$ cat src/rtl/layer_act_loader.sv
// Packs a valid/ready element stream into IN_N-wide vectors via a two-bank ping-pong buffer for Layer.
// Vector visible 1 cycle after its closing accept; s_ready drops only while both banks hold unpopped vectors.
module layer_act_loader #(
   parameter int IN_N       = 4,
   parameter int DATA_WIDTH = 8,
   parameter int PIPE_LAT   = 2
) (
   input  logic                         clk,
   input  logic                         rst_n,
   input  logic                         s_valid,
   output logic                         s_ready,
   input  logic [DATA_WIDTH-1:0]        s_data,
   input  logic                         s_last,
   output logic [IN_N*DATA_WIDTH-1:0]   in_vec,
   output logic                         vec_valid,
   input  logic                         vec_ready,
   output logic                         layer_out_valid,
   output logic                         err_short,
   output logic [$clog2(IN_N+1)-1:0]    fill_count
);
   localparam int CW = $clog2(IN_N+1);
   localparam int VW = IN_N*DATA_WIDTH;

   logic [VW-1:0]       bank_q [2];
   logic [1:0]          full_q;
   logic                wr_ptr_q;
   logic                rd_ptr_q;
   logic [CW-1:0]       fill_q;
   logic                err_q;
   logic [PIPE_LAT-1:0] lat_q;

   logic                accept;
   logic                last_slot;
   logic                close;
   logic                pop;
   logic [VW-1:0]       wr_bank_nxt;
   logic [1:0]          full_nxt;

   assign s_ready         = rst_n && !full_q[wr_ptr_q];
   assign vec_valid       = full_q[rd_ptr_q];
   assign in_vec          = bank_q[rd_ptr_q];
   assign err_short       = err_q;
   assign layer_out_valid = lat_q[PIPE_LAT-1];
   assign fill_count      = fill_q;

   always_comb begin
      accept      = s_valid && s_ready;
      last_slot   = (fill_q == CW'(IN_N-1));
      close       = accept && (s_last || last_slot);
      pop         = vec_valid && vec_ready;
      wr_bank_nxt = bank_q[wr_ptr_q];
      // Slots above the closing index still hold a previous vector's data; clear them on close.
      for (int i = 0; i < IN_N; i++) begin
         if (i == int'(fill_q)) begin
            wr_bank_nxt[i*DATA_WIDTH +: DATA_WIDTH] = s_data;
         end else if (close && (i > int'(fill_q))) begin
            wr_bank_nxt[i*DATA_WIDTH +: DATA_WIDTH] = '0;
         end
      end
      full_nxt = full_q;
      if (pop) begin
         full_nxt[rd_ptr_q] = 1'b0;
      end
      if (close) begin
         full_nxt[wr_ptr_q] = 1'b1;
      end
   end

   always_ff @(posedge clk) begin
      if (!rst_n) begin
         bank_q[0] <= '0;
         bank_q[1] <= '0;
         full_q    <= '0;
         wr_ptr_q  <= 1'b0;
         rd_ptr_q  <= 1'b0;
         fill_q    <= '0;
         err_q     <= 1'b0;
         lat_q     <= '0;
      end else begin
         if (accept) begin
            bank_q[wr_ptr_q] <= wr_bank_nxt;
         end
         full_q <= full_nxt;
         if (pop) begin
            rd_ptr_q <= !rd_ptr_q;
         end
         if (close) begin
            wr_ptr_q <= !wr_ptr_q;
            fill_q   <= '0;
         end else if (accept) begin
            fill_q <= fill_q + CW'(1);
         end
         err_q    <= close && !last_slot;
         lat_q[0] <= pop;
         for (int i = 1; i < PIPE_LAT; i++) begin
            lat_q[i] <= lat_q[i-1];
         end
      end
   end
endmodule

$ cat config.mk
export PLATFORM = sky130hd
export DESIGN_NAME = layer_act_loader
export DESIGN_NICKNAME = d
export VERILOG_FILES = /design/src/rtl/layer_act_loader.sv
export SDC_FILE = /design/constraint.sdc
export NUM_CORES = 1
export LEC_CHECK = 0
export ABC_AREA = 1
export CAP_MARGIN = 30
export CORE_MARGIN = 3
export CORE_UTILIZATION = 54
export DETAILED_ROUTE_END_ITERATION = 12
export MAX_ROUTING_LAYER = met4
export PLACE_DENSITY = 0.92
export SLEW_MARGIN = 20
export SYNTH_ARGS = -nofsm -noshare
export SYNTH_HDL_FRONTEND = slang
export SYNTH_SLANG_ARGS = --single-unit
$ cat constraint.sdc
create_clock -name clk -period 2.05 [get_ports clk]
set_input_delay 0.615 -clock clk [delete_from_list [all_inputs] [get_ports clk]]
set_output_delay 0.615 -clock clk [all_outputs]
set_load 0.01 [all_outputs]
Word level (Yosys, flattened, before mapping)
Memory sizes are Yosys's and may differ from the RTL's. A register that Yosys moved wholly into a read port is not among the register bits.
Index checks and enable logic that the tools add are counted.

word-level totals
  output and inout bits = 39
  bits in registers = 10
  bits of input ports = 13
  memories = 1
  word-level logic and storage cells = 75
  memory bits (writable) = 64

cells by class
  $lt $le $gt $ge = 7
  bitwise gates (word level) = 4
  reduce and logical (&&, ||, !) cells = 22
  mux-type cells = 26
  $add $sub $neg = 1
  equality and inequality tests = 8

memory list
  name    depth  bits a word  read ports  clocked after Yosys merged registers in  write ports  RTL line  text
  bank_q  2      32           1           1                                        2            24        logic [VW-1:0] bank_q [2];

operators by type and width
  cell                                                                          count
  8-bit 2-to-1 mux                                                              7
  32-bit 2-to-1 mux                                                             1
  32-bit OR reduction                                                           1
  1-bit 2-to-1 mux                                                              13
  1-bit logical AND                                                             10
  2-bit AND reduction                                                           4
  3-bit == test, first input constant                                           2
  2-bit by 3-bit > comparator with 1-bit output, first input constant           2
  2-bit != test, second input constant                                          3
  1-bit logical NOT                                                             4
  1-bit by 2-bit less-than comparator with 1-bit output, second input constant  2
  2-bit 2-to-1 mux                                                              2
  4-bit 2-to-1 mux                                                              1
  3-bit by 1-bit adder with 3-bit output, second input constant                 1
  2-bit by 3-bit == test with 1-bit output, first input constant                1
  3-bit by 2-bit == test with 1-bit output, second input constant               1
  1-bit by 3-bit > comparator with 1-bit output, first input constant           1
  3-bit logical NOT                                                             1
  2-bit AND                                                                     1
  1-bit demux with 1-bit select                                                 2
  1-bit >= comparator, second input constant                                    2
  2-bit NOT                                                                     1
  2-bit OR                                                                      1
  2-bit OR reduction                                                            1
  other kinds (3)                                                               3

Depth between registers and ports, before layout
Gate-level depths: netlist of the first run.

  depth after elaboration = 11
  mapped depth = 8
  mapped depth without buffers = 7

Worst setup path before layout of the first run
Ideal clock, no wire load.

  kind = register -> register
  start = reg fill_q[0] (netlist: fill_count[0])
  end = mem bank_q[0][24] in the netlist's numbering, enable pin
  setup slack = 191 ps
  stages on the path, launching flop included = 8
  period minus slack after synthesis = 1,859 ps
  data arrival time = 1,530 ps
  path through = dfxtp_1 -> ha_1 -> ha_1 -> buf_1 -> inv_1 -> nand2_1 -> nand3_4 -> nand2_1

RTL lines
  what                    RTL line  text
  start, declared         28        logic [CW-1:0] fill_q;
  start signal, assigned  91        fill_q <= fill_q + CW'(1);
  end, declared           24

==> flow_summary_export.csv, run 1 <==
group,metric,value,unit
synthesis,synth_nets,310,
pwr,switching_power,0.789,mW
timing,slew_headroom,72.6,%
worst_setup_path,rrSetupSlack,0.35,ns
synthesis,syn-cell-area,3420,um^2
global_routing,overflow,0,
global_routing,grt_use_total,22.4,%
route,ant_nets,0,
timing,tightestPinTransition,0.410,ns
clocking,clk_latency,0.35,ns
timing,fin_crit,2.04,ns
worst_setup_path,worstPathArrival,1.42,ns
route,vias,2438,
global_routing,antenna_found_initial,0,
pwr,combPwrFrac,14.9,%
route,vias_per_cell,5.37,
clocking,htree_levels,3,
clocking,ctsRootBufferMaster,"clkbuf_8",
placed_design,place_ws,-0.362,ns
route,routed_wl,7.92,mm
finish,drive_above_1_share,31.4,%
timing,whs,0.431,ns
synthesis,synth_seq_cells,75,
worst_setup_path,cp.required,1.43,ns
timing,fin_tns_setup,0,ns
timing,setup_slack,0.0134,ns
synthesis,synth_top_area_cell,"edfxtp_1",
min_path,hold_path.class,"reg2reg",
clocking,cts_buffers,9,
timing,rsz0062_at_grt,"yes",
synthesis,synth.distinct_cells,23,
synthesis,syn_inst,292,
synthesis,yosysMostFrequentCell,"nor2_1",
timing,final.setup_skew,0.00791,ns
placed_design,place_hpwl,5.20,mm
route,drc_errors,0,
synthesis,synth-seq-area-share,62.7,%
pwr,seqPwrFrac,54.6,%
worst_setup_path,endpoint,"in_vec[5]",
worst_setup_path,path_class,"reg2out",
worst_setup_path,rr_endpoint,"bank_q[1][5]",
clocking,cts_sinks,75,
synthesis,synth_top_cell_area_share,56.2,%
placed_design,io_buffer_count,51,
run_status,outcome,"finished clean",
floorplan,io_pins,52,
worst_setup_path,r2r-start,"fill_count[0]",
floorplan,initial_core_util,56.7,%
route,dr.pass1.iters,4,
clocking,cts_buffer_depth,2,
route,avgRoutedWirePerCell,17.5,um
finish,area_delta_synth_final,29.4,%
pwr,p_clk_share,30.5,%
finish,num_antenna_cells,0,
pwr,powerDensity,727,nW/um^2
timing,setup_viol,0,
floorplan,dieWidth,85.6,um
floorplan,core,6030,um^2
pwr,leakage,1.78,nW
clocking,clkTransAtPathRegs,0.07,ns
floorplan,row_count,28,
route,drt_iter0_drc,150,
pwr,max-vdd-ir-drop,0.545,mV
timing,slew_violations,0,
finish,nets,392,
placed_design,gp_congestion,0.897,
worst_setup_path,endpoint_kind,"primary output",
timing,max_freq,491,MHz
synthesis,synth_edf_count,64,
worst_setup_path,path_max_fanout,16,
pwr,p_sw_share,24.5,%
synthesis,yosysWarnings,0,
timing,min_period_over_period,99.3,%
clocking,postCtsHoldBufs,0,
global_routing,grt_max_degree,17,
timing,hold_viol,0,
synthesis,async_flop_share,0,%
clocking,cts_setup_buffers,0,
run,cap_viol_max_count,0,
floorplan,dieArea,7320,um^2
clocking,cts_tree,"yes",
synthesis,syn-mean-instance-area,11.7,um^2
worst_setup_path,reg2reg_depth,7,
floorplan,die_h,85.6,um
pwr,internal-power,2.43,mW
global_routing,grt_pass1_vias,2483,
worst_setup_path,worst_setup_path_start_kind,"flip-flop",
synthesis,synth_ff_type,"edfxtp_1",
synthesis,netlist_top_cells_count,"nor2_1, edfxtp_1, nand2_1",
global_routing,grt_pass1_wl,11.8,mm
synthesis,synth_area_leaders,"edfxtp_1, mux2_2, nor2_1, dfxtp_1, nand2_1",
[metrics by stage]
step | cells | power, mW | area, um^2 | util [%]
2_1_floorplan | 292 | 2.00 | 3420 | -
3_3_place_gp | 436 | 2.25 | 4260 | 70.7
3_5_place_dp | 436 | 2.27 | 4260 | 70.7
4_1_cts | 453 | 3.19 | 4310 | 71.6
5_1_grt | 454 | 3.33 | 4420 | 73.4
6_report | 454 | 3.22 | 4420 | 73.4
[layer usage]
metal / up-vias / track usage [%] / share of wire, %
met2: 95 / 40.1 / 54
met5: - / - / 0
met1: 1168 / 24.9 / 37
li1: 1154 / - / -
met3: 21 / 3.27 / 6.7
met4: 0 / 9.35 / 2.5
[worst min-delay path by stage]
stage / from / to / slack [ns] / depth (start not counted)
after floorplan: lat_q[0] / lat_q[1] / 0.39 / 2
after global placement: lat_q[0] / lat_q[1] / 0.40 / 2
after detailed placement: lat_q[0] / lat_q[1] / 0.42 / 2
after CTS: lat_q[0] / lat_q[1] / 0.44 / 2
after global routing: lat_q[0] / lat_q[1] / 0.46 / 2
final: lat_q[0] / lat_q[1] / 0.43 / 2
[cells in the final DEF (no fill, tap or decap), types with 11 or more instances in the layout]
cell type,count
inv_1,23
buf_4,18
clkdlybuf4s50_1,16
buf_2,21
nor2_1,68
nand2_1,51
buf_6,11
edfxtp_1,64
mux2_2,21
[critical path, cell delays in order, from the launching register on]
cell     delay, ns
dfxtp_4       0.43
buf_16        0.17
mux2_2        0.34
buf_2         0.14
[kinds of logic after synthesis]
kind of cell,Yosys count,share of synthesized area [%]
simple gates,141,19.8
flops,75,62.7
mux,32,10.5
buf+inv,31,3.95
compound gates,8,1.17
fa+ha+maj,5,1.83
[flip-flops by register name (all words and copies together), names as in the netlist, named ones only]
name        count
bank_q         64
fill_count      3
full_q          2
lat_q           2
err_short       1
rd_ptr_q        1
wr_ptr_q        1
[power groups by stage]
stage | logic (mW) | registers [mW] | clock network (mW)
2_1_floorplan | 0.228 | 1.78 | 0
5_1_grt | 0.510 | 1.76 | 1.06
6_report | 0.480 | 1.76 | 0.980
3_5_place_dp | 0.487 | 1.79 | 0
3_3_place_gp | 0.471 | 1.78 | 0
4_1_cts | 0.446 | 1.75 | 0.990
[cell type report]
type                       instances  area, um^2
clock buffer                      13         149
clock inverter                     3        15.0
fill                             374        1600
inverter                          24        97.6
multi-input combinational        186        1180
sequential                        75        2150
tap                               75        93.8
timing repair buffer              78         743
[repair_timing]
item / 4_1_cts / 5_1_grt
endpoints found under the setup margin: 34 / 20
hold endpoints to repair: 0 / 0
resized for setup: 131 / 26
gates cloned: 1 / 1
(Power assumes the default switching activity.)
==> inputs of run 2 (changes only) <==
Settings changed: CTS_CLUSTER_SIZE from default to 8.
==> results of run 2 <==
No change in the layout: final DEF, timing and power equal those of run 1.
==> inputs of run 3 (changes only) <==
Settings changed: PLACE_DENSITY 0.92 to 0.86.
==> run 3 against run 2 <==
Compared with the run above: the flow now finishes with violations (setup timing); sequential cell count stayed put; worst hold slack worse by 0.012 ns; cell count is 1.3% higher.
==> flow_summary_export.csv, run 3 (synthesized netlist as in run 1, its figures left out) <==
group,metric,value,unit
run_status,outcome,"complete, but fails checks",
placed_design,place_hpwl,4.88,mm
worst_setup_path,max_stage_delay,0.37,ns
finish,num_antenna_cells,0,
floorplan,row_count,28,
global_routing,grt_use_total,25.0,%
run,cap_viol_max_count,0,
clocking,clk_latency,0.35,ns
global_routing,grt_pass1_vias,2534,
finish,regMostFlops,"bank_q",
timing,setup_slack,-0.0978,ns
pwr,powerDensity,773,nW/um^2
route,avgRoutedWirePerCell,17.5,um
floorplan,dieWidth,85.6,um
placed_design,gp_congestion,0.840,
worst_setup_path,worst_setup_path_start_kind,"flip-flop",
route,vias_per_cell,5.37,
route,drt_iter0_drc,165,
route,dr.pass1.iters,4,
floorplan,die_h,85.6,um
finish,drive_above_1_share,33.0,%
route,drc_errors,0,
finish,area_delta_synth_final,38.1,%
clocking,cts_tree,"yes",
route,routed_wl,8.06,mm
worst_setup_path,worst_path_most_repeated_cell,"buf_6",
floorplan,initial_core_util,56.7,%
worst_setup_path,worstPathArrival,1.53,ns
placed_design,place_area,4260,um^2
global_routing,overflow,0,
route,ant_nets,0,
clocking,htree_levels,3,
finish,final_area,4720,um^2
finish,layout_common_cells,"nor2_1, edfxtp_1, nand2_1, buf_6, mux2_4",
worst_setup_path,cp_cell_sequence,"buf_12 -> buf_16 -> buf_6 -> mux2_4 -> buf_6",
timing,final.setup_skew,0.00517,ns
clocking,cts_buffer_depth,2,
clocking,cts_buffers,9,
floorplan,core,6030,um^2
timing,min_period_over_period,105,%
timing,setup_viol,7,
worst_setup_path,endpoint_kind,"primary output",
global_routing,grt_pass1_wl,13.1,mm
timing,whs,0.418,ns
pwr,max-vdd-ir-drop,0.558,mV
min_path,hold_path.class,"reg2reg",
timing,fin_tns_setup,-0.205,ns
worst_setup_path,critPathBufInv,4,
placed_design,io_buffer_count,51,
global_routing,grt_max_degree,14,
floorplan,dieArea,7320,um^2
worst_setup_path,crit_family,"buffers and inverters",
timing,fin_crit,2.15,ns
clocking,cts_sinks,75,
worst_setup_path,crit_path_top_delay_cell,"dfxtp_4",
worst_setup_path,path_max_fanout,8,
floorplan,io_pins,52,
finish,largest_register_ffs,64,
run_status,violations,"setup timing",
timing,slew_violations,0,
pwr,leakage,1.91,nW
timing,slew_headroom,74.2,%
finish,final_common_cell,"nor2_1",
finish,nets,398,
clocking,clkTransAtPathRegs,0.07,ns
timing,rsz0062_at_grt,"yes",
worst_setup_path,cp.required,1.43,ns
timing,max_freq,466,MHz
worst_setup_path,path_class,"reg2out",
timing,hold_viol,0,
route,vias,2470,
clocking,ctsRootBufferMaster,"clkbuf_8",
global_routing,antenna_found_initial,0,
timing,tightestPinTransition,0.386,ns
[run 3: through the flow]
step / worst slack, ns / power (mW) / std cells / utilization, %
after floorplan: 0.191 / 2.00 / 292 / -
after global routing: -0.134 / 3.78 / 460 / 78.4
final: -0.0978 / 3.65 / 460 / 78.4
after global placement: -0.359 / 2.25 / 436 / 70.7
after detailed placement: -0.354 / 2.27 / 436 / 70.7
after CTS: -0.122 / 3.67 / 464 / 79.6
[run 3: repair_timing]
action,CTS,global route
resized for setup,196,3
hold buffers,0,0
gates cloned,3,0
setup endpoints to repair,34,32
setup buffers,9,0
[run 3: worst paths after layout]
check	from	to	slack, ns	cells after the start
max reg2reg	fill_count[0]	bank_q[1][1]	0.39	7
min	lat_q[0]	lat_q[1]	0.42	2
max	flip-flop	in_vec[15]	-0.1	5
min reg2reg	lat_q[0]	lat_q[1]	0.42	2
[run 3: routing by layer]
metal | GRT usage, % | up-vias | share of wire [%]
li1 | - | 1162 | -
met5 | - | - | 0
met4 | 9.06 | 0 | 2.5
met2 | 41.0 | 104 | 51
met1 | 30.5 | 1187 | 38
met3 | 5.76 | 17 | 8.0
[run 3: layout make-up]
class / instances / area (um^2)
clock buffers: 10 / 128
clock inverters: 6 / 104
fillers: 321 / 1300
inverters: 24 / 97.6
multi-input cells: 186 / 1250
flip-flops and latches: 75 / 2150
well taps: 75 / 93.8
repair buffers: 84 / 907
[run 3: power by group]
| group | switching [mW] | internal, mW |
|---|---|---|
| registers | 0.0290 | 1.73 |
| logic | 0.263 | 0.298 |
| clock network | 0.535 | 0.801 |
[run 3: tightest hold or removal path, cell delays in order, from the launching register on]
cell     delay, ns
dfxtp_1       0.31
nand2_1       0.05
inv_1         0.04
